## src/rtl/codec_cfg_pkg.sv

```systemverilog
// rtl/codec_cfg_pkg.sv - shared types and WM8731 configuration table for codec_cfg_sequencer
package codec_cfg_pkg;

    typedef enum logic [2:0] {
        ST_IDLE,
        ST_ISSUE,
        ST_WAIT,
        ST_GAP,
        ST_SETTLE,
        ST_DONE,
        ST_ERROR
    } state_t;

    localparam int         TABLE_DEPTH = 11;
    localparam logic [3:0] LAST_INDEX  = 4'(TABLE_DEPTH - 1);

    // WM8731 register addresses
    localparam logic [6:0] WM_R0_LLINE_IN   = 7'h00;
    localparam logic [6:0] WM_R1_RLINE_IN   = 7'h01;
    localparam logic [6:0] WM_R2_LHP_OUT    = 7'h02;
    localparam logic [6:0] WM_R3_RHP_OUT    = 7'h03;
    localparam logic [6:0] WM_R4_ANA_PATH   = 7'h04;
    localparam logic [6:0] WM_R5_DIG_PATH   = 7'h05;
    localparam logic [6:0] WM_R6_POWER_DOWN = 7'h06;
    localparam logic [6:0] WM_R7_DIG_IF     = 7'h07;
    localparam logic [6:0] WM_R8_SAMPLING   = 7'h08;
    localparam logic [6:0] WM_R9_ACTIVE     = 7'h09;
    localparam logic [6:0] WM_R15_RESET     = 7'h0F;

    // Values written to each register, in table order
    localparam logic [8:0] VAL_RESET      = 9'h000;
    localparam logic [8:0] VAL_LLINE_IN   = 9'h017;
    localparam logic [8:0] VAL_RLINE_IN   = 9'h017;
    localparam logic [8:0] VAL_LHP_OUT    = 9'h079;
    localparam logic [8:0] VAL_RHP_OUT    = 9'h079;
    localparam logic [8:0] VAL_ANA_PATH   = 9'h012;
    localparam logic [8:0] VAL_DIG_PATH   = 9'h000;
    localparam logic [8:0] VAL_POWER_DOWN = 9'h000;
    localparam logic [8:0] VAL_DIG_IF     = 9'h042;
    localparam logic [8:0] VAL_SAMPLING   = 9'h000;
    localparam logic [8:0] VAL_ACTIVE     = 9'h001;

    // Packs a register address and its 9-bit value into the 16-bit control word
    function automatic logic [15:0] cfg_word(input logic [6:0] reg_addr, input logic [8:0] reg_val);
        return {reg_addr, reg_val};
    endfunction

endpackage

```

## src/rtl/codec_cfg_rom.sv

```systemverilog
// rtl/codec_cfg_rom.sv - combinational index-to-{reg,val} lookup of the codec configuration table
module codec_cfg_rom
    import codec_cfg_pkg::*;
(
    input  logic [3:0]  index_i,
    output logic [15:0] word_o
);

    // Table lookup; indices beyond the last entry read as zero
    always_comb begin
        word_o = 16'h0000;
        case (index_i)
            4'd0:    word_o = cfg_word(WM_R15_RESET,     VAL_RESET);
            4'd1:    word_o = cfg_word(WM_R0_LLINE_IN,   VAL_LLINE_IN);
            4'd2:    word_o = cfg_word(WM_R1_RLINE_IN,   VAL_RLINE_IN);
            4'd3:    word_o = cfg_word(WM_R2_LHP_OUT,    VAL_LHP_OUT);
            4'd4:    word_o = cfg_word(WM_R3_RHP_OUT,    VAL_RHP_OUT);
            4'd5:    word_o = cfg_word(WM_R4_ANA_PATH,   VAL_ANA_PATH);
            4'd6:    word_o = cfg_word(WM_R5_DIG_PATH,   VAL_DIG_PATH);
            4'd7:    word_o = cfg_word(WM_R6_POWER_DOWN, VAL_POWER_DOWN);
            4'd8:    word_o = cfg_word(WM_R7_DIG_IF,     VAL_DIG_IF);
            4'd9:    word_o = cfg_word(WM_R8_SAMPLING,   VAL_SAMPLING);
            4'd10:   word_o = cfg_word(WM_R9_ACTIVE,     VAL_ACTIVE);
            default: word_o = 16'h0000;
        endcase
    end

endmodule

```

## src/rtl/codec_cfg_sequencer.sv

```systemverilog
// rtl/codec_cfg_sequencer.sv - WM8731 I2C configuration sequencer; CODEC_CFG_TIMEOUT_EN adds a WAIT watchdog
module codec_cfg_sequencer #(
    parameter logic [6:0] I2C_DEV_ADDR   = 7'h1A,
    parameter int         RETRY_MAX      = 3,
    parameter int         SETTLE_CYCLES  = 50000,
    parameter int         TIMEOUT_CYCLES = 500000
) (
    input  logic        CLOCK_50,
    input  logic        reset,
    input  logic        start,
    output logic        i2c_req,
    output logic [23:0] i2c_data,
    input  logic        i2c_done,
    input  logic        i2c_nack,
    output logic        cfg_done,
    output logic        cfg_error,
    output logic [3:0]  cfg_index
);

    import codec_cfg_pkg::*;

    // Counters are sized from these values; settings below 1 have no meaningful behaviour
    if (SETTLE_CYCLES < 1 || RETRY_MAX < 1 || TIMEOUT_CYCLES < 1) begin : g_param_range_invalid
    end

    localparam int                    SETTLE_W    = (SETTLE_CYCLES > 1) ? $clog2(SETTLE_CYCLES) : 1;
    localparam logic [SETTLE_W-1:0]   SETTLE_LAST = SETTLE_W'(SETTLE_CYCLES - 1);
    localparam int                    RETRY_W     = $clog2(RETRY_MAX + 1);
    localparam logic [RETRY_W-1:0]    RETRY_LIMIT = RETRY_W'(RETRY_MAX);

    state_t              state_q, state_d;
    logic [3:0]          index_q, index_d;
    logic [RETRY_W-1:0]  retry_q, retry_d;
    logic [SETTLE_W-1:0] settle_q, settle_d;
    logic [23:0]         data_q, data_d;
    logic [RETRY_W-1:0]  retry_inc;
    logic [15:0]         rom_word;
    logic                xfer_ok;
    logic                xfer_fail;

`ifdef CODEC_CFG_TIMEOUT_EN
    localparam int                WD_W    = (TIMEOUT_CYCLES > 1) ? $clog2(TIMEOUT_CYCLES) : 1;
    localparam logic [WD_W-1:0]   WD_LAST = WD_W'(TIMEOUT_CYCLES - 1);
    logic [WD_W-1:0]              wd_q, wd_d;
`endif

    codec_cfg_rom u_rom (
        .index_i (index_q),
        .word_o  (rom_word)
    );

    assign retry_inc = retry_q + 1'b1;

    // State and datapath registers; reset returns everything to IDLE with counters cleared
    always_ff @(posedge CLOCK_50 or posedge reset) begin
        if (reset) begin
            state_q  <= ST_IDLE;
            index_q  <= 4'd0;
            retry_q  <= '0;
            settle_q <= '0;
            data_q   <= 24'd0;
`ifdef CODEC_CFG_TIMEOUT_EN
            wd_q     <= '0;
`endif
        end else begin
            state_q  <= state_d;
            index_q  <= index_d;
            retry_q  <= retry_d;
            settle_q <= settle_d;
            data_q   <= data_d;
`ifdef CODEC_CFG_TIMEOUT_EN
            wd_q     <= wd_d;
`endif
        end
    end

    // Next-state and counter updates; i2c_done is looked at only while waiting on the master
    always_comb begin
        state_d   = state_q;
        index_d   = index_q;
        retry_d   = retry_q;
        settle_d  = settle_q;
        data_d    = data_q;
        xfer_ok   = 1'b0;
        xfer_fail = 1'b0;
`ifdef CODEC_CFG_TIMEOUT_EN
        wd_d      = wd_q;
`endif
        case (state_q)
            ST_IDLE: begin
                index_d = 4'd0;
                retry_d = '0;
                state_d = ST_ISSUE;
            end
            ST_ISSUE: begin
                data_d  = {I2C_DEV_ADDR, 1'b0, rom_word};
`ifdef CODEC_CFG_TIMEOUT_EN
                wd_d    = '0;
`endif
                state_d = ST_WAIT;
            end
            ST_WAIT: begin
                if (i2c_done) begin
                    xfer_ok   = !i2c_nack;
                    xfer_fail = i2c_nack;
                end
`ifdef CODEC_CFG_TIMEOUT_EN
                else if (wd_q == WD_LAST) begin
                    xfer_fail = 1'b1;
                end else begin
                    wd_d = wd_q + 1'b1;
                end
`endif
                if (xfer_ok) begin
                    retry_d = '0;
                    if (index_q == 4'd0) begin
                        settle_d = '0;
                        state_d  = ST_SETTLE;
                    end else if (index_q == LAST_INDEX) begin
                        state_d = ST_DONE;
                    end else begin
                        index_d = index_q + 4'd1;
                        state_d = ST_GAP;
                    end
                end else if (xfer_fail) begin
                    retry_d = retry_inc;
                    state_d = (retry_inc < RETRY_LIMIT) ? ST_GAP : ST_ERROR;
                end
            end
            ST_GAP: begin
                state_d = ST_ISSUE;
            end
            ST_SETTLE: begin
                if (settle_q == SETTLE_LAST) begin
                    index_d = 4'd1;
                    state_d = ST_ISSUE;
                end else begin
                    settle_d = settle_q + 1'b1;
                end
            end
            ST_DONE, ST_ERROR: begin
                if (start) begin
                    index_d = 4'd0;
                    retry_d = '0;
                    state_d = ST_ISSUE;
                end
            end
            default: begin
                state_d = ST_IDLE;
            end
        endcase
    end

    // Outputs decoded from the current state and held registers
    always_comb begin
        i2c_req   = (state_q == ST_WAIT);
        cfg_done  = (state_q == ST_DONE);
        cfg_error = (state_q == ST_ERROR);
        i2c_data  = data_q;
        cfg_index = index_q;
    end

endmodule

```

## config.mk

```make
export PLATFORM = sky130hd
export DESIGN_NAME = codec_cfg_sequencer
export DESIGN_NICKNAME = d
export VERILOG_FILES = /design/src/rtl/codec_cfg_pkg.sv /design/src/rtl/codec_cfg_rom.sv /design/src/rtl/codec_cfg_sequencer.sv
export SDC_FILE = /design/constraint.sdc
export NUM_CORES = 1
export LEC_CHECK = 0
export CORE_ASPECT_RATIO = 0.75
export CORE_MARGIN = 3
export CORE_UTILIZATION = 42
export DETAILED_ROUTE_END_ITERATION = 10
export PLACE_DENSITY = 0.68
export SLEW_MARGIN = 20
export SYNTH_ARGS = -nofsm -noshare
export SYNTH_HDL_FRONTEND = slang
export SYNTH_SLANG_ARGS = --single-unit
```

## constraint.sdc

```tcl
create_clock -name CLOCK_50 -period 1.7 [get_ports CLOCK_50]
set_clock_uncertainty 0.1 [all_clocks]
set_input_delay 0.34 -clock CLOCK_50 [delete_from_list [all_inputs] [get_ports CLOCK_50]]
set_output_delay 0.34 -clock CLOCK_50 [all_outputs]
set_load 0.05 [all_outputs]
```

[Yosys cells after proc, flatten, opt, wreduce, memory -nomap -nowiden]
Memory sizes are Yosys's and may differ from the RTL's. A register that Yosys moved wholly into a read port is not among the register bits.
Index checks and enable logic that the tools add are counted.
Word-level totals
  register bits: 42
  memory bits (read-only): 176
  input port bits: 5
  output and inout port bits: 31
  logic and storage cells: 64
  memories: 1
Memories
  (no name shown): depth 16, bits a word 11, rd ports 1, clocked after Yosys merged registers in 1, write ports 0, RTL line codec_cfg_rom.sv:12  | case (index_i)
Cells by class
  add/sub/neg operators: 3
  order comparisons: 1
  equal/unequal tests: 16
  mux-type cells: 26
  reduce and logical (&&, ||, !) cells: 12
Operators with widths (number)
  16-bit two-way mux: 3
  16-bit one-hot mux with 2 select lines: 1
  3-bit two-way mux: 7
  4-bit two-way mux: 5
  16-bit by 1-bit adder with 16-bit output, second input constant: 1
  16-bit == test, second input constant: 1
  4-bit one-hot mux with 4 select lines: 1
  3-bit one-hot mux with 5 select lines: 1
  2-bit inequality test, second input constant: 5
  3-bit == test, second input constant: 3
  3-bit by 2-bit == test with 1-bit output, second input constant: 2
  2-bit two-way mux: 3
  2-bit one-hot mux with 3 select lines: 1
  3-bit AND reduction: 2
  6-bit AND reduction: 1
  4-bit by 1-bit adder with 4-bit output, second input constant: 1
  4-bit == test, second input constant: 1
  4-bit zero test: 1
  1-bit two-way mux: 4
  2-bit by 1-bit inequality test with 1-bit output, second input constant: 2
  4-bit AND reduction: 1
  4-bit nonzero test: 1
  2-bit OR reduction: 2
  3-bit by 1-bit == test with 1-bit output, second input constant: 1
  7 further kinds: 7

[Logic depth before layout (Yosys ltp)]
Gate-level depths: netlist of run 1.
  depth after elaboration: 6
  mapped depth: 8
  depth with buffers taken out: 7

[Cells and area by module]
Synthesis of run 1 repeated with hierarchy kept, for this count alone.
Second synthesis, totals
  cell total of the unflattened synthesis: 259
  area total of the unflattened synthesis: 2524.9 um2
Modules (own cells, without submodules)
  codec_cfg_sequencer: instances 1, cells an instance 221, area each 2249.7 um2, sequential area each 1051.0 um2
  codec_cfg_rom: instances 1, cells an instance 38, area each 275.3 um2, sequential area each 0.0 um2

[Least setup slack after synthesis of run 1]
OpenSTA, ideal clock, no wires.
  kind: reg-to-reg
  start point: register index_q[0], in the netlist cfg_index[0]
  end point: register index_q[1], in the netlist cfg_index[1]
  library setup time: 130 ps
  data arrival time: 1920 ps
  required time: 1470 ps
  setup slack: -450 ps
  cell stages (with the launch flop): 8
  path buffers: 0
  period minus slack after synthesis: 2150 ps
  path through: dfrtp_1 > inv_1 > ha_1 > mux2_2 > a21oi_1 > o22ai_1 > o21ai_1 > o41ai_2
On the way
  longest elaborated chain between the ends: 5
  elaborated cells on any way between the ends: 10
  classes of those cells: 1 x add/sub; 3 x eq/ne; 4 x mux; 2 x reduce/logical
Ends and longest elaborated chain
  start, declared: RTL line codec_cfg_sequencer.sv:32  | logic [3:0] index_q, index_d;
  start signal, assigned: RTL line codec_cfg_sequencer.sv:67  | index_q <= index_d;
  4-bit by 1-bit adder with 4-bit output: RTL line codec_cfg_sequencer.sv:122  | index_d = index_q + 4'd1;
  4-bit two-way mux: RTL line codec_cfg_sequencer.sv:119  | end else if (index_q == LAST_INDEX) begin
  4-bit two-way mux: RTL line codec_cfg_sequencer.sv:116  | if (index_q == 4'd0) begin
  4-bit two-way mux: RTL line codec_cfg_sequencer.sv:114  | if (xfer_ok) begin
  4-bit one-hot mux with 4 select lines: RTL line codec_cfg_sequencer.sv:89  | case (state_q)
Parallel ways exist; a longest one is shown, timed or not. The select of a mux whose other input is x is not followed.
A chain may end at the register's enable or synchronous reset.

[Worst setup path after layout of run 1]
  start point: register state_q[0]
  end point: output port i2c_req
On the way
  longest elaborated chain between the ends: 1
Ends and longest elaborated chain
  start, declared: RTL line codec_cfg_sequencer.sv:31  | state_t state_q, state_d;
  start signal, assigned: RTL line codec_cfg_sequencer.sv:66  | state_q <= state_d;
  3-bit by 2-bit == test with 1-bit output: RTL line codec_cfg_sequencer.sv:156  | i2c_req = (state_q == ST_WAIT);
  end, declared: RTL line codec_cfg_sequencer.sv:11  | output logic i2c_req,
No other way between the ends.

==> results.ini, run 1 <==
[outcome]
outcome = finished, violations left
violations = setup timing

[floorplan]
coreArea_sq_mm = 0.00504
initial_core_util_pct = 44.8
die_w_microns = 90.6
rows = 22
pin_count = 36
die_area_sq_mm = 0.00630
fp.dieH_microns = 69.5

[layout]
n_fill_cell = 370
diodes = 0
drive_gt1_share_pct = 42.5
area_growth_pct = 50.6
nets = 329

[hold_path]
hp-class = in2async

[placed_design]
dp_slack_ns = -0.219
place.port_buffers = 25
hpwl_mm = 3.99
gp_congestion = 0.835

[setup_path]
crit_path_start_kind = register
crit_type = reg2out
cp_common_cell = buf_12
endpoint_kind = primary output
crit_path_max_fanout = 4
ff2ff_path_depth = 8
rr_startpoint = state_q[1]
crit_arrival_ns = 1.37
path_delay_family = buffers and inverters
rr_endpoint = settle_q[4]
crit_buf_inv = 4
path_cells = buf_6, nor2b_4, nand2b_4, clkinvlp_4, buf_12, buf_12
reg2reg_slack_ns = -0.07
cp_slowest_cell = dfrtp_1
required_ns = 1.26
critPathMaxStageDelay_ns = 0.42

[pwr]
p_seq_share_pct = 27.6
p_per_area_mw_per_mm2 = 1610
leakage_nw = 1.45
power_frac_comb_pct = 61.7
vdd_drop_max_mv = 1.09
finalPower_mw = 5.48
p_sw_mw = 2.37
intPower_mw = 3.11
switching_share_pct = 43.3
clkPwrFrac_pct = 10.7

[synth]
async_reset_ff_share_pct = 100
synth-edff-count = 0
ys_types = 51
syn-cell-area_sq_mm = 0.00226
synthFlopType = dfrtp_1
ys.warnings.count = 0
synth_area_per_cell_sq_um = 9.02
netlist_instances = 250
ys_ff_latch = 36
synth_seq_area_share_pct = 39.9

[global_routing]
grt_pass1_vias = 1927
grt_start_max_net_pins = 37
grt_pass1_wl_mm = 9.49
grt-ovfl-total = 0
grtUsageTotal_pct = 18.3
grt_antenna_before_repair = 0

[route]
first_pass_iters = 4
drt-initial-drc-count = 210
num_vias = 2139
viasPerCell = 5.48
drcViolationCount = 0
ant_nets = 0
wl_mm = 6.13
wire_per_inst_microns = 15.7

[clocking]
clock_path_buffers = 2
path_clk_slew_ns = 0.08
h-tree-depth = 2
cts_tree = done
numCtsBuffers = 5
cts.sinks = 36
clockRootBuffer = clkbuf_8
clk_latency_ns = 0.29

[timing]
hold_viol = 0
setup_ws_ns = -0.109
finalSetupViolCount = 9
min_period_ns = 1.81
timing.final.crit_share_pct = 106
rsz0062_at_grt = true
slew_viol_final = 0
fmax_mhz = 553

[job]
drv_cap = 0

[layout make-up]
cell class	instances	area, sq um	share of cell area (%)
clock buffers	7	76.3	2.25
inverters	11	45.0	1.33
multi-input cells	187	1400	41.1
flip-flops and latches	36	907	26.7
well taps	72	90.1	2.65
repair buffers	77	883	26.0
[state kept, by name, summed over array words and instances, names as in the netlist]
name	flops
cfg_index	4
i2c_data	11
retry_q	2
settle_q	16
state_q	3
[metal layers]
metal / vias up / GRT usage, % / share of wire (%)
li1: 1018 / - / -
met1: 1039 / 27.9 / 49
met2: 67 / 26.0 / 44
met3: 15 / 3.69 / 5.9
met4: 0 / 5.09 / 1.3
met5: - / 0 / 0
[repair_timing]
item | in CTS | in global routing
setup buffers | 7 | 6
cloned | 0 | 2
pin swaps | 3 | 11
gates resized for setup | 8 | 45
endpoints found under the setup margin | 6 | 25
hold buffers | 0 | 0
[power groups by stage]
stage	logic, mW	registers (mW)	clock network [mW]
floorplan	1.42	1.77	0
global placement	2.73	1.49	0
CTS	2.92	1.49	0.589
finish	3.38	1.51	0.586
detailed placement	2.78	1.50	0
global route	3.62	1.55	0.622
[cells in the mapped netlist (4+ instances only)]
cell type | n | share of area, %
nor3_1 | 6 | 1.3
nand2_1 | 24 | 4.0
nand4_1 | 5 | 1.4
inv_1 | 11 | 1.8
o21a_1 | 4 | 1.3
o211ai_1 | 4 | 1.3
o31ai_1 | 5 | 1.7
buf_4 | 15 | 5.0
nand2b_1 | 6 | 1.7
clkbuf_1 | 4 | 0.67
nor2_1 | 13 | 2.2
ha_1 | 6 | 3.3
a21oi_1 | 12 | 2.7
dfrtp_1 | 36 | 40
nand3_1 | 7 | 1.6
a31oi_1 | 6 | 1.7
o21ai_0 | 32 | 7.1
[worst reg2reg max path: stages, from the launching register on]
cell and delay, ns:
dfrtp_2 0.46, nor2b_4 0.16, nand2b_4 0.08, clkinvlp_4 0.10, buf_4 0.15, a21oi_4 0.24, clkbuf_16 0.21, o21ai_2 0.06
o31ai_1 0.09
[cell usage in the layout, fill, tap and decap left out, types with 5 or more instances in the layout]
cell | synthesis | final
clkbuf_8 | 0 | 5
o21ai_2 | 0 | 9
nand2_1 | 24 | 24
nor2_1 | 13 | 12
o21ai_1 | 1 | 17
nand4_1 | 5 | 5
buf_4 | 15 | 47
inv_1 | 11 | 7
conb_1 | 1 | 10
a21oi_1 | 12 | 7
dfrtp_2 | 0 | 5
buf_12 | 0 | 21
nand3_1 | 7 | 6
dfrtp_1 | 36 | 31
o21ai_0 | 32 | 6
a31oi_1 | 6 | 5
[worst max-delay path by stage]
stage | from | end | slack [ns] | depth (start not counted)
final | state_q[0] | i2c_req | -0.11 | 6
after global routing | state_q[0] | i2c_req | -0.16 | 6
after CTS | state_q[0] | i2c_req | -0.1 | 6
after detailed placement | i2c_nack | settle_q[0] | -0.22 | 6
after global placement | i2c_done | settle_q[0] | -0.15 | 6
after floorplan | cfg_index[0] | state_q[2] | -0.12 | 6
[cell families after synthesis]
logic type | synth area share, %
AOI/OAI and AO/OA | 23.1
adders and majority gates | 3.33
buffers and inverters | 9.32
DFF | 39.9
muxes | 2.83
other | 0.166
and+or+nand+nor | 21.3
[per-stage QoR]
step | TNS (ns) | std cells | util [%] | hold WS, ns | instance area, sq um
2_1_floorplan | -0.782 | 259 | - | 0.334 | 2370
3_3_place_gp | -1.88 | 368 | 59.9 | 0.366 | 3020
3_5_place_dp | -2.81 | 368 | 59.9 | 0.365 | 3020
4_1_cts | -0.141 | 382 | 63.0 | 0.311 | 3170
5_1_grt | -1.42 | 390 | 67.5 | 0.319 | 3400
6_report | -0.352 | 390 | 67.5 | 0.296 | 3400
No activity file was read; power rests on OpenSTA's default activity.
==> run 2: changes to the inputs <==
--- a/config.mk
+++ b/config.mk
@@ -8,8 +8,9 @@
 export CORE_ASPECT_RATIO = 0.75
 export CORE_MARGIN = 3
 export CORE_UTILIZATION = 42
+export CTS_BUF_LIST = sky130_fd_sc_hd__clkbuf_8
 export DETAILED_ROUTE_END_ITERATION = 10
-export PLACE_DENSITY = 0.68
+export PLACE_DENSITY = 0.65
 export SLEW_MARGIN = 20
 export SYNTH_ARGS = -nofsm -noshare
 export SYNTH_HDL_FRONTEND = slang
==> constraint.sdc (replaced) <==
create_clock -name CLOCK_50 -period 2 [get_ports CLOCK_50]
set_clock_uncertainty 0.1 [all_clocks]
set_input_delay 0.4 -clock CLOCK_50 [delete_from_list [all_inputs] [get_ports CLOCK_50]]
set_output_delay 0.4 -clock CLOCK_50 [all_outputs]
set_load 0.05 [all_outputs]
==> run 2 against run 1 <==
The run now ends clean. Combinational power shrank 46%. Clock-buffer cell count shrank 2. Non-clock buffer count shrank 32. Power shrank 31%. First-iteration DRC count shrank 27%. Critical path type unchanged. Highest routed layer unchanged.
==> results.ini, run 2 (synthesized netlist as in run 1, its figures left out) <==
[floorplan]
die_w_microns = 90.6  ; unchanged
coreArea_sq_mm = 0.00504  ; unchanged
rows = 22  ; unchanged
pin_count = 36  ; unchanged
die_area_sq_mm = 0.00630  ; unchanged
fp.dieH_microns = 69.5  ; unchanged
initial_core_util_pct = 44.8  ; unchanged

[pwr]
leakage_nw = 1.20  ; was 1.45 nW
vdd_drop_max_mv = 0.784  ; was 1.09 mV
p_per_area_mw_per_mm2 = 1370  ; was 1610 mW/mm^2

[timing]
rsz0062_at_grt = false  ; was true
finalSetupViolCount = 0  ; was 9
tns_ns = 0  ; was -0.352 ns
timing.final.crit_share_pct = 97.6
setup_ws_ns = 0.0470  ; was -0.109 ns
hold_viol = 0  ; unchanged
min_period_ns = 1.95
tightestPinTransition_ns = 0.501
relSlewSlack_pct = 66.5
slew_viol_final = 0  ; unchanged
fin_hold_ws_ns = 0.380  ; was 0.296 ns
fmax_mhz = 512

[setup_path]
crit_buf_inv = 1  ; was 4
crit_arrival_ns = 1.45  ; was 1.37 ns
path_delay_family = buffers and inverters  ; unchanged
endpoint_kind = primary output  ; unchanged
path_cells = clkdlybuf4s50_1  ; was buf_6, nor2b_4, nand2b_4, clkinvlp_4, buf_12, buf_12
crit_path_start_kind = register  ; unchanged
cp_slowest_cell = clkdlybuf4s50_1  ; was dfrtp_1
rr_startpoint = cfg_index[1]  ; was state_q[1]
critPathMaxStageDelay_ns = 0.80  ; was 0.42 ns
required_ns = 1.50  ; was 1.26 ns
crit_type = reg2out  ; unchanged
reg2reg_slack_ns = 0.13  ; was -0.07 ns
rr_endpoint = settle_q[4]  ; unchanged
ff2ff_path_depth = 8  ; unchanged
crit_path_max_fanout = 2  ; was 4

[global_routing]
grt_pass1_wl_mm = 8.47  ; was 9.49 mm
grt-ovfl-total = 0  ; unchanged
grt_pass1_vias = 1819  ; was 1,927
grtUsageTotal_pct = 16.3  ; was 18.3%
grt_start_max_net_pins = 37  ; unchanged
grt_antenna_before_repair = 0  ; unchanged

[job]
drv_cap = 0  ; unchanged

[hold_path]
hp-class = reg2reg  ; was in2async
hold-path-endpoint = i2c_data[9]
min_from = i2c_data[9]
holdPathStages = 2

[clocking]
h-tree-depth = 2  ; unchanged
path_clk_slew_ns = 0.08  ; about the same
numCtsBuffers = 5  ; unchanged
clockRootBuffer = clkbuf_8  ; unchanged
clock_path_buffers = 2  ; unchanged
cts.sinks = 36  ; unchanged
cts_tree = done  ; unchanged
clk_latency_ns = 0.29  ; about the same

[layout]
area_growth_pct = 22.9  ; was 50.6%
diodes = 0  ; unchanged
top_register = settle_q  ; unchanged
drive_gt1_share_pct = 22.3  ; was 42.5%
mostFrequentLayoutCells = 32 x o21ai_0, 32 x dfrtp_1, 30 x buf_4  ; was 47 x buf_4, 31 x dfrtp_1, 24 x nand2_1
nets = 297  ; was 329
largest_reg_flops = 16  ; unchanged
final_cell_area_sq_mm = 0.00277  ; was 0.00340 sq mm
fin_util_pct = 55.0  ; was 67.5%

[placed_design]
place.port_buffers = 25  ; unchanged
gp_congestion = 0.813  ; was 0.835
dp_slack_ns = 0.0138  ; was -0.219 ns
hpwl_mm = 3.56  ; was 3.99 mm
placed_cell_area_sq_mm = 0.00263  ; was 0.00302 sq mm

[route]
first_pass_iters = 4  ; unchanged
num_vias = 1914  ; was 2,139
drt-initial-drc-count = 153  ; was 210
wire_per_inst_microns = 13.6  ; was 15.7 microns
viasPerCell = 5.33  ; was 5.48
drcViolationCount = 0  ; unchanged
ant_nets = 0  ; unchanged
wl_mm = 4.88  ; was 6.13 mm

[outcome]
outcome = finished, final reports clean  ; was finished, violations left

==> run 2: changes by cell type in the layout (fill, tap and decap cells not counted), sizes merged <==
cell,delta
clkdlybuf4s50,+4
buf,-36
clkbuf,-3
clkinvlp,+1
clkinv,+1
dlymetal6s2s,+2
clkdlybuf4s15,-1
bufinv,+1
==> run 2: where the power goes <==
part / leakage [nW] / internal (mW) / switching [mW] / total [mW]
sequential: 0.459 / 0.994 / 0.319 / 1.31
clock: 0.0541 / 0.369 / 0.271 / 0.640
combinational: 0.689 / 0.754 / 1.08 / 1.84
total: 1.20 / 2.12 / 1.67 / 3.79
==> run 2: layer usage <==
metal	GRT usage, %	share of wire (%)	wire length, microns	vias to the layer above
met5	0	0	0	-
met3	4.01	5.8	282	5
met2	23.3	41	2010	54
met4	5.26	0.78	38	0
met1	23.8	52	2550	895
li1	-	-	-	960
==> run 2: metrics by stage <==
stage | power (mW) | std cells
3_5_place_dp | 3.13 | 350
4_1_cts | 3.80 | 358
2_1_floorplan | 2.59 | 259
5_1_grt | 4.05 | 359
3_3_place_gp | 3.09 | 350
6_report | 3.79 | 359
==> run 2: area by class of cell <==
| class | instances | area (sq um) |
|---|---|---|
| clock buffer | 5 | 68.8 |
| clock inverter | 3 | 42.5 |
| fill | 468 | 2270 |
| inverter | 11 | 45.0 |
| multi-input combinational | 187 | 1190 |
| sequential | 36 | 906 |
| tap | 72 | 90.1 |
| timing repair buffer | 45 | 430 |
==> run 2: how the worst max path moves through the flow <==
stage	startpoint	end	slack (ns)	cells past startpoint
after floorplan	state_q[0]	settle_q[0]	0.02	7
after global placement	i2c_nack	settle_q[0]	0.04	6
final	i2c_data[10]	i2c_data[10]	0.05	1
after global routing	i2c_data[10]	i2c_data[10]	0.006	1
after detailed placement	i2c_nack	settle_q[4]	0.01	7
after CTS	i2c_data[0]	i2c_data[0]	0.03	1
==> run 2: what timing repair did <==
| action | 4_1_cts | 5_1_grt |
|---|---|---|
| hold buffers | 0 | 0 |
| buffers inserted | 0 | 1 |
| pin swaps | 0 | 0 |
| setup endpoints to repair | 2 | 15 |
| gates resized for setup | 2 | 6 |
| endpoints found under the hold margin | 0 | 0 |
==> run 3: changes to the inputs <==
--- a/config.mk
+++ b/config.mk
@@ -9,8 +9,10 @@
 export CORE_MARGIN = 3
 export CORE_UTILIZATION = 42
 export CTS_BUF_LIST = sky130_fd_sc_hd__clkbuf_8
+export CTS_CLUSTER_DIAMETER = 30
 export DETAILED_ROUTE_END_ITERATION = 10
 export PLACE_DENSITY = 0.65
+export RECOVER_POWER = 50
 export SLEW_MARGIN = 20
 export SYNTH_ARGS = -nofsm -noshare
 export SYNTH_HDL_FRONTEND = slang
==> run 3 against run 2 <==
Power is 0.71% lower. Clock power about the same. Register-to-register slack hardly changed. Critical endpoint unchanged. Utilization down 0.65 points. Combinational power about the same. Largest cell class unchanged. Sequential cell count unchanged. Cell area shrank 1.2%. Sequential share of layout area grew 0.39 points. Non-clock buffer count unchanged.
==> results.ini, run 3 (synthesized netlist as in run 1, its figures left out) <==
[outcome]
outcome = finished, final reports clean  ; unchanged

[pwr]
finalPower_mw = 3.76  ; was 3.79 mW
vdd_drop_max_mv = 0.782  ; was 0.784 mV
leakage_nw = 1.17  ; was 1.20 nW
p_per_area_mw_per_mm2 = 1370  ; about the same

[timing]
fmax_mhz = 512  ; about the same
rsz0062_at_grt = false  ; unchanged
tightestPinTransition_ns = 0.912  ; was 0.501 ns
slew_viol_final = 0  ; unchanged
finalSetupViolCount = 0  ; unchanged
timing.final.crit_share_pct = 97.6  ; about the same
min_period_ns = 1.95  ; about the same
hold_viol = 0  ; unchanged
relSlewSlack_pct = 39.2  ; was 66.5%
setup_ws_ns = 0.0471  ; was 0.0470 ns
tns_ns = 0  ; unchanged

[placed_design]
dp_slack_ns = 0.0138  ; unchanged
gp_congestion = 0.813  ; unchanged
place_inst = 350  ; unchanged
hpwl_mm = 3.56  ; unchanged
place.port_buffers = 25  ; unchanged

[setup_path]
path_cells = clkdlybuf4s50_1  ; unchanged
cp_slowest_cell = clkdlybuf4s50_1  ; unchanged
crit_type = reg2out  ; unchanged
required_ns = 1.50  ; about the same
critPathMaxStageDelay_ns = 0.80  ; about the same
crit_path_start_kind = register  ; unchanged
rr_endpoint = settle_q[4]  ; unchanged
crit_arrival_ns = 1.45  ; about the same
crit_path_max_fanout = 2  ; unchanged
reg2reg_slack_ns = 0.13  ; about the same
crit_buf_inv = 1  ; unchanged
cp.depth = 1  ; unchanged
path_delay_family = buffers and inverters  ; unchanged
rr_startpoint = cfg_index[1]  ; unchanged
ff2ff_path_depth = 8  ; unchanged
endpoint_kind = primary output  ; unchanged

[route]
drcViolationCount = 0  ; unchanged
first_pass_iters = 4  ; unchanged
viasPerCell = 5.34  ; was 5.33
drt-initial-drc-count = 152  ; was 153
wire_per_inst_microns = 13.6  ; about the same
wl_mm = 4.90  ; was 4.88 mm
num_vias = 1918  ; was 1,914
ant_nets = 0  ; unchanged

[layout]
area_growth_pct = 21.4  ; was 22.9%
drive_gt1_share_pct = 19.5  ; was 22.3%
mostFrequentLayoutCells = 32 x o21ai_0, 32 x dfrtp_1, 24 x nand2_1  ; was 32 x o21ai_0, 32 x dfrtp_1, 30 x buf_4
largest_reg_flops = 16  ; unchanged
nets = 297  ; unchanged
top_register = settle_q  ; unchanged
diodes = 0  ; unchanged
final_cells = 359  ; unchanged

[clocking]
numCtsBuffers = 5  ; unchanged
cts_tree = done  ; unchanged
clk_latency_ns = 0.29  ; about the same
cts.sinks = 36  ; unchanged
clockRootBuffer = clkbuf_8  ; unchanged
h-tree-depth = 2  ; unchanged
clock_path_buffers = 2  ; unchanged
postCtsHoldBufs = 0  ; unchanged
path_clk_slew_ns = 0.08  ; about the same

[global_routing]
grt_start_max_net_pins = 37  ; unchanged
grt-ovfl-total = 0  ; unchanged
grt_antenna_before_repair = 0  ; unchanged
grt_pass1_wl_mm = 8.47  ; unchanged
grtUsageTotal_pct = 16.3  ; unchanged
grt_pass1_vias = 1819  ; unchanged

[floorplan]
initial_core_util_pct = 44.8  ; unchanged
coreArea_sq_mm = 0.00504  ; unchanged
rows = 22  ; unchanged
die_area_sq_mm = 0.00630  ; unchanged
pin_count = 36  ; unchanged
fp.dieH_microns = 69.5  ; unchanged
die_w_microns = 90.6  ; unchanged

[hold_path]
min_from = i2c_data[9]  ; unchanged
hold-path-endpoint = i2c_data[9]  ; unchanged
hp-class = reg2reg  ; unchanged
holdPathStages = 2  ; unchanged

[job]
drv_cap = 0  ; unchanged

## run 3: cell count changes in the layout (fill, tap and decap cells not counted), sizes merged
cell	before	now
dlygate4sd3	0	1
buf	35	26
clkbuf	5	14
clkdlybuf4s50	8	7
## run 3: worst min-delay path: stages (launching register included)
cell	delay [ns]
dfrtp_1	0.35
nand2_1	0.05
nand2_1	0.05
## run 3: layer usage
layer | track usage [%] | vias up | part of all wire (%)
met1 | 23.8 | 898 | 52
met2 | 23.3 | 54 | 41
met3 | 4.01 | 5 | 5.7
met5 | 0 | - | 0
li1 | - | 961 | -
met4 | 5.26 | 0 | 0.78
## run 3: layout make-up
type	count	area (sq um)
timing repair buffer	45	398
clock buffer	5	68.8
multi-input combinational	187	1190
tap	72	90.1
clock inverter	3	42.5
inverter	11	45.0
fill	476	2300
sequential	36	906
## run 3: how the worst max path moves through the flow
stage | start | to
detailed placement | i2c_nack | settle_q[4]
global route | i2c_data[10] | i2c_data[10]
global placement | i2c_nack | settle_q[0]
CTS | i2c_data[0] | i2c_data[0]
finish | i2c_data[10] | i2c_data[10]
floorplan | state_q[0] | settle_q[0]
## run 3: through the flow
step / util [%] / cell area, sq um / hold WS, ns
finish: 54.4 / 2740 / 0.380
detailed placement: 52.2 / 2630 / 0.371
global route: 54.4 / 2740 / 0.402
CTS: 54.5 / 2750 / 0.391
global placement: 52.2 / 2630 / 0.361
floorplan: - / 2290 / 0.344
## run 3: repair_timing
item	4_1_cts	5_1_grt
gates resized for setup	2	6
setup endpoints to repair	2	15
setup buffers	0	1
## run 3: report_power, final
group | leakage, nW | internal, mW | switching, mW | total (mW)
registers | 0.459 | 0.994 | 0.318 | 1.31
logic | 0.660 | 0.728 | 1.08 | 1.81
clock network | 0.0541 | 0.369 | 0.271 | 0.640
==> edit 1: new RTL, config.mk and constraints of run 1 <==
Put a register stage on the output `cfg_error`, cleared by the reset. The value now appears one clock later. The other outputs are not delayed to match.
--- a/src/rtl/codec_cfg_sequencer.sv
+++ b/src/rtl/codec_cfg_sequencer.sv
@@ -20,2 +20,4 @@
     import codec_cfg_pkg::*;
+
+    logic cfg_error_d;
 
@@ -157,3 +159,3 @@
         cfg_done  = (state_q == ST_DONE);
-        cfg_error = (state_q == ST_ERROR);
+        cfg_error_d = (state_q == ST_ERROR);
         i2c_data  = data_q;
@@ -162,2 +164,10 @@
 
+    always_ff @(posedge CLOCK_50 or posedge reset) begin
+        if (reset) begin
+            cfg_error <= '0;
+        end else begin
+            cfg_error <= cfg_error_d;
+        end
+    end
+
 endmodule
Check against the original RTL: not equivalent (a bounded check fails within 10 cycles, from zero or initial values and one cycle with reset high).
==> edit 1 against run 1 <==
- the flow still finishes with violations (setup timing)
- synthesized cell count is 1.6% higher
- wire length is 3.4% higher
- worst setup slack worse by 0.27 ns
- largest cell class unchanged
- cell area is 0.22% lower
- synthesized area is 1.2% higher
- via count is 2.7% higher
- die area is 1.1% higher
- sequential cell count is 1 higher
- critical path depth is 2 lower
- maximum frequency is 13% lower
- cell count is 1.8% higher
- sequential power is 4% lower
- total power is 4.7% higher
- count of clock-buffer cells in the layout is 1 higher
- highest routed layer unchanged
==> edit 1: results (changes against run 1) <==
{| class="wikitable"
! Metric !! Value
|-
| Result of the run || finished with violations
|-
| Violations in the final reports || setup timing
|-
| Final Non-Filler Cells || 397 (+1.8%)
|-
| Power consumed by combinational cells || 0.00364 W (+7.7%)
|-
| H-tree levels || 2 (unchanged)
|-
| Proportion of layout cells with a drive suffix above 1 || 40.6% (-1.8 points)
|-
| Leading cell types by count after synthesis || dfrtp_1, o21ai_0, nand2_1, clkbuf_1, nand3_1
|-
| Arrival time worst endpoint || 2.15 ns (+0.78 ns)
|-
| Average cell area after synthesis || 8.98 µm² (-0.43%)
|-
| Met3 wire length || 358 µm (-0.83%)
|-
| Vias in the first global route || 2029 (+5.3%)
|-
| Total instance count after detailed placement || 378 (+2.7%)
|-
| 1st-pass router iterations || 5 (+1)
|-
| Met2 Usage GRT || 29.5% (+3.6 points)
|-
| Routed length on met1 || 3.08 mm (+3.5%)
|-
| Setup ws final || -0.383 ns (-0.274 ns)
|-
| Netlist cell types || 53 (+3.9%)
|-
| Busiest grt layer || met2
|-
| Worst ir drop on vdd || 807 µV (-26%)
|-
| Area after DPL || 3050 µm² (+1.1%)
|-
| DP Worst Slack || -0.429 ns (-0.210 ns)
|-
| Fraction of synthesized area in multiplexers || 4.06% (+1.2 points)
|-
| Xor and xnor area share after synthesis || 0.768% (+0.77 points)
|-
| Compound-cell area share of the yosys netlist || 21.7% (-1.5 points)
|-
| Routed wirelength normalized by instance count || 16.0 µm (+1.5%)
|-
| Design Area, Final || 3390 µm² (-0.22%)
|-
| Reg-to-reg setup timing slack || -0.38 ns (-0.31 ns)
|-
| RePlAce Congestion || 0.876 (+5.0%)
|-
| Sequential-to-total area share from yosys stat || 40.6% (+0.64 points)
|-
| Initial drt markers || 197 (-6.2%)
|-
| Total clock network power || 0.000647 W (+10%)
|-
| Synth top area cells || dfrtp_1, o21ai_0, buf_4
|-
| Post-CTS resize count || 20 (+12)
|-
| Global-route wire length before repair || 10.2 mm (+7.1%)
|-
| Routed vias/inst || 5.53 (+0.85%)
|-
| Largest reg by FF count || settle_q
|-
| Met3 usage || 3.47% (-0.22 points)
|-
| Max incr delay on CP || 0.60 ns (+0.18 ns)
|-
| Setup TNS || -4.12 ns (-3.77 ns)
|-
| Slowest cell on the critical path || or4_4
|-
| Internal power component || 0.00322 W (+3.5%)
|-
| Fillcell total || 398 (+7.6%)
|-
| WL met2 || 2.83 mm (+4.5%)
|-
| Number of endpoints failing setup at the final stage || 14 (+5)
|-
| Final hold slack || 0.307 ns (+0.0116 ns)
|-
| Net total in the final layout || 335 (+1.8%)
|-
| Overall track demand over capacity in global routing || 19.9% (+1.6 points)
|-
| Biggest fanout along the worst timing path || 5 (+1)
|-
| Met1 global-route usage || 29.5% (+1.6 points)
|-
| Leakage power of the design || 1.52 nW (+4.4%)
|-
| Share of synthesized cell area in full adder, half adder and majority cells || 3.29% (-0.038 points)
|}
[edit 1: cell types whose count changed after synthesis, sizes merged, moves of 3 or more]
| cell | before | now |
|---|---|---|
| clkbuf | 4 | 15 |
| a21oi | 12 | 4 |
| nand3 | 7 | 15 |
| o21ai | 33 | 25 |
| a31oi | 6 | 11 |
| a41oi | 0 | 5 |
| buf | 21 | 16 |
| nor2 | 13 | 8 |
| mux2i | 3 | 7 |
| nand4 | 6 | 2 |
| and4 | 0 | 3 |
[edit 1: worst paths after layout]
| kind | end | cells after the start | from |
|---|---|---|---|
| max in group asynchronous | state_q[1]$_DFFE_PP0P_ | 3 | reset |
| worst min-delay path | i2c_data[1]$_DFFE_PP0N_ | 3 | reset |
| worst min register to register | i2c_data[2]$_DFFE_PP0N_ | 2 | i2c_data[2]$_DFFE_PP0N_ |
| worst max register to register | state_q[2]$_DFFE_PP0P_ | 4 | settle_q[10]$_DFFE_PP0P_ |
| min in group CLOCK_50 | i2c_data[2]$_DFFE_PP0N_ | 2 | i2c_data[2]$_DFFE_PP0N_ |
| worst max-delay path | state_q[2]$_DFFE_PP0P_ | 4 | settle_q[10]$_DFFE_PP0P_ |
[edit 1: kinds of logic after synthesis]
group / after synthesis
AOI/OAI and AO/OA: 74
xor gates and xnor gates: 2
muxes: 9
DFF: 37
other: 1
and+or+nand+nor: 83
buffers and inverters: 42
adders and majority gates: 6
[edit 1: worst max-delay path, delay by kind of cell (launching register included)]
kind               cells  cell delay (ns)
AOI/OAI and AO/OA      2             0.33
DFF                    1             0.40
and+or+nand+nor        2             1.13
[edit 1: area by class of cell]
class | count | area share [%]
multi-input combinational | 185 | 41.1
sequential | 37 | 27.5
timing repair buffer | 84 | 24.8
clock buffer | 8 | 2.66
tap | 72 | 2.66
inverter | 11 | 1.33
==> edit 2: new RTL, config.mk and constraints of run 1 <==
Without the edit above. Set the parameter `RETRY_MAX` to 6 (it was 3).
--- a/src/rtl/codec_cfg_sequencer.sv
+++ b/src/rtl/codec_cfg_sequencer.sv
@@ -3,3 +3,3 @@
     parameter logic [6:0] I2C_DEV_ADDR   = 7'h1A,
-    parameter int         RETRY_MAX      = 3,
+    parameter int         RETRY_MAX      = 6,
     parameter int         SETTLE_CYCLES  = 50000,
Check against the original RTL: not equivalent (a bounded check fails within 10 cycles, from zero or initial values and one cycle with reset high).
==> edit 2 against run 1 <==
- the flow still finishes with violations (setup timing)
- sequential cell count is 1 higher
- synthesized area is 1.1% lower
- cell area is 9.5% higher
- register-to-register slack worse by 0.22 ns
- cell count is 6.2% higher
- total power is 20% higher
- first-iteration DRC count is 8.1% higher
- clock power is 43% higher
- worst setup slack worse by 0.18 ns
- wire length is 22% higher
- combinational power is 26% higher
- critical path type is now reg -> reg
==> edit 2: results (changes against run 1) <==
{| class="wikitable"
! Metric !! Value
|-
| Met1 global-route usage || 31.7% (+3.8 points)
|-
| Leakage power of the design || 1.62 nW (+12%)
|-
| 1st-pass router iterations || 6 (+2)
|-
| Clock transition at the register clock pins on the worst setup and hold paths after CTS || 0.09 ns
|-
| Synth top area cells || dfrtp_1, buf_4, mux2i_1
|-
| Overall track demand over capacity in global routing || 21.9% (+3.7 points)
|-
| Xor and xnor area share after synthesis || 1.96% (+2.0 points)
|-
| Total half-perimeter wirelength after legalization and detailed placement || 4.61 mm (+16%)
|-
| Routed vias/inst || 5.74 (+4.6%)
|-
| Met3 usage || 4.47% (+0.78 points)
|-
| Share of synthesized cell area in full adder, half adder and majority cells || 3.37% (+0.037 points)
|-
| RePlAce Congestion || 0.832 (-0.38%)
|-
| Setup ws final || -0.287 ns (-0.178 ns)
|-
| Sequential-to-total area share from yosys stat || 41.5% (+1.6 points)
|-
| Global-route wire length before repair || 11.0 mm (+16%)
|-
| DP Worst Slack || -0.370 ns (-0.151 ns)
|-
| Slowest cell on the critical path || or4_4
|-
| Largest net degree at the start of global routing || 38 (+2.7%)
|-
| Vias in the first global route || 2181 (+13%)
|-
| WL met2 || 3.53 mm (+30%)
|-
| Arrival time worst endpoint || 2.03 ns (+0.66 ns)
|-
| Total instance count after detailed placement || 383 (+4.1%)
|-
| Fraction of synthesized area in multiplexers || 4.04% (+1.2 points)
|-
| Biggest fanout along the worst timing path || 5 (+1)
|-
| Compound-cell area share of the yosys netlist || 19.0% (-4.1 points)
|-
| Detailed Route WL || 7.47 mm (+22%)
|-
| Initial drt markers || 227 (+8.1%)
|-
| Leading cell types by count after synthesis || dfrtp_1, nand2_1, buf_4, inv_1, nand3_1
|-
| Number of endpoints failing setup at the final stage || 24 (+15)
|-
| Met2 Usage GRT || 33.7% (+7.7 points)
|-
| Max incr delay on CP || 0.54 ns (+0.12 ns)
|-
| Met3 wire length || 533 µm (+48%)
|-
| Routed wirelength normalized by instance count || 18.0 µm (+15%)
|-
| Area after DPL || 3180 µm² (+5.3%)
|-
| Setup TNS || -4.81 ns (-4.46 ns)
|-
| Proportion of layout cells with a drive suffix above 1 || 50.0% (+7.5 points)
|-
| Worst ir drop on vdd || 1120 µV (+3.3%)
|-
| Violations in the final reports || setup timing
|-
| Family with the most delay on the worst path || simple AND/OR/NAND/NOR gates
|-
| Result of the run || finished with violations
|-
| Netlist cell types || 48 (-5.9%)
|-
| Net total in the final layout || 352 (+7.0%)
|-
| Average cell area after synthesis || 9.18 µm² (+1.7%)
|-
| Routed length on met1 || 3.22 mm (+8.0%)
|}
## edit 2: changes by cell type after synthesis, moves of 3 or more
cell / change
mux2i_1: +6
or4_1: +9
nor3b_1: +3
xnor2_1: +4
nand3_1: +5
a41oi_1: +3
o21ai_0: -24
clkbuf_1: +4
mux2_2: -3
## edit 2: where the power goes
part | switching, W | internal (W) | leakage, nW
Sequential | 0.000259 | 0.00118 | 0.470
Clock | 0.000359 | 0.000478 | 0.0574
Combinational | 0.00221 | 0.00206 | 1.09
## edit 2: tightest hold or removal path, stage by stage
cell	delay [ns]
clkdlybuf4s50_1	0.40
inv_1	0.10
buf_12	0.23
## edit 2: repair_timing
item                       CTS  global route
cloned                       0             1
pin swaps                   17             7
setup endpoints to repair   29            33
resized for setup           33            30
buffers inserted             9            13
## edit 2: path summary, 6_finish.rpt
path                                          startpoint                  endpoint  slack [ns]  depth (start not counted)
worst min-delay path                               reset   settle_q[4]$_DFFE_PP0P_        0.29                          3
worst max register to register  settle_q[10]$_DFFE_PP0P_  cfg_index[3]$_DFFE_PP0P_       -0.29                          5
worst max-delay path            settle_q[10]$_DFFE_PP0P_  cfg_index[3]$_DFFE_PP0P_       -0.29                          5
worst min register to register    retry_q[0]$_DFFE_PP0P_    retry_q[0]$_DFFE_PP0P_        0.39                          1
min in group CLOCK_50             retry_q[0]$_DFFE_PP0P_    retry_q[0]$_DFFE_PP0P_        0.39                          1
max in group asynchronous                          reset  cfg_index[1]$_DFFE_PP0P_        0.98                          3
## edit 2: area by class of cell
cell class,count,area (µm²)
inverters,12,52.6
well taps,72,90.1
clock inverters,2,37.5
clock buffers,6,82.6
multi-input cells,179,1440
fillers,351,1290
repair buffers,106,1090
flip-flops and latches,37,933
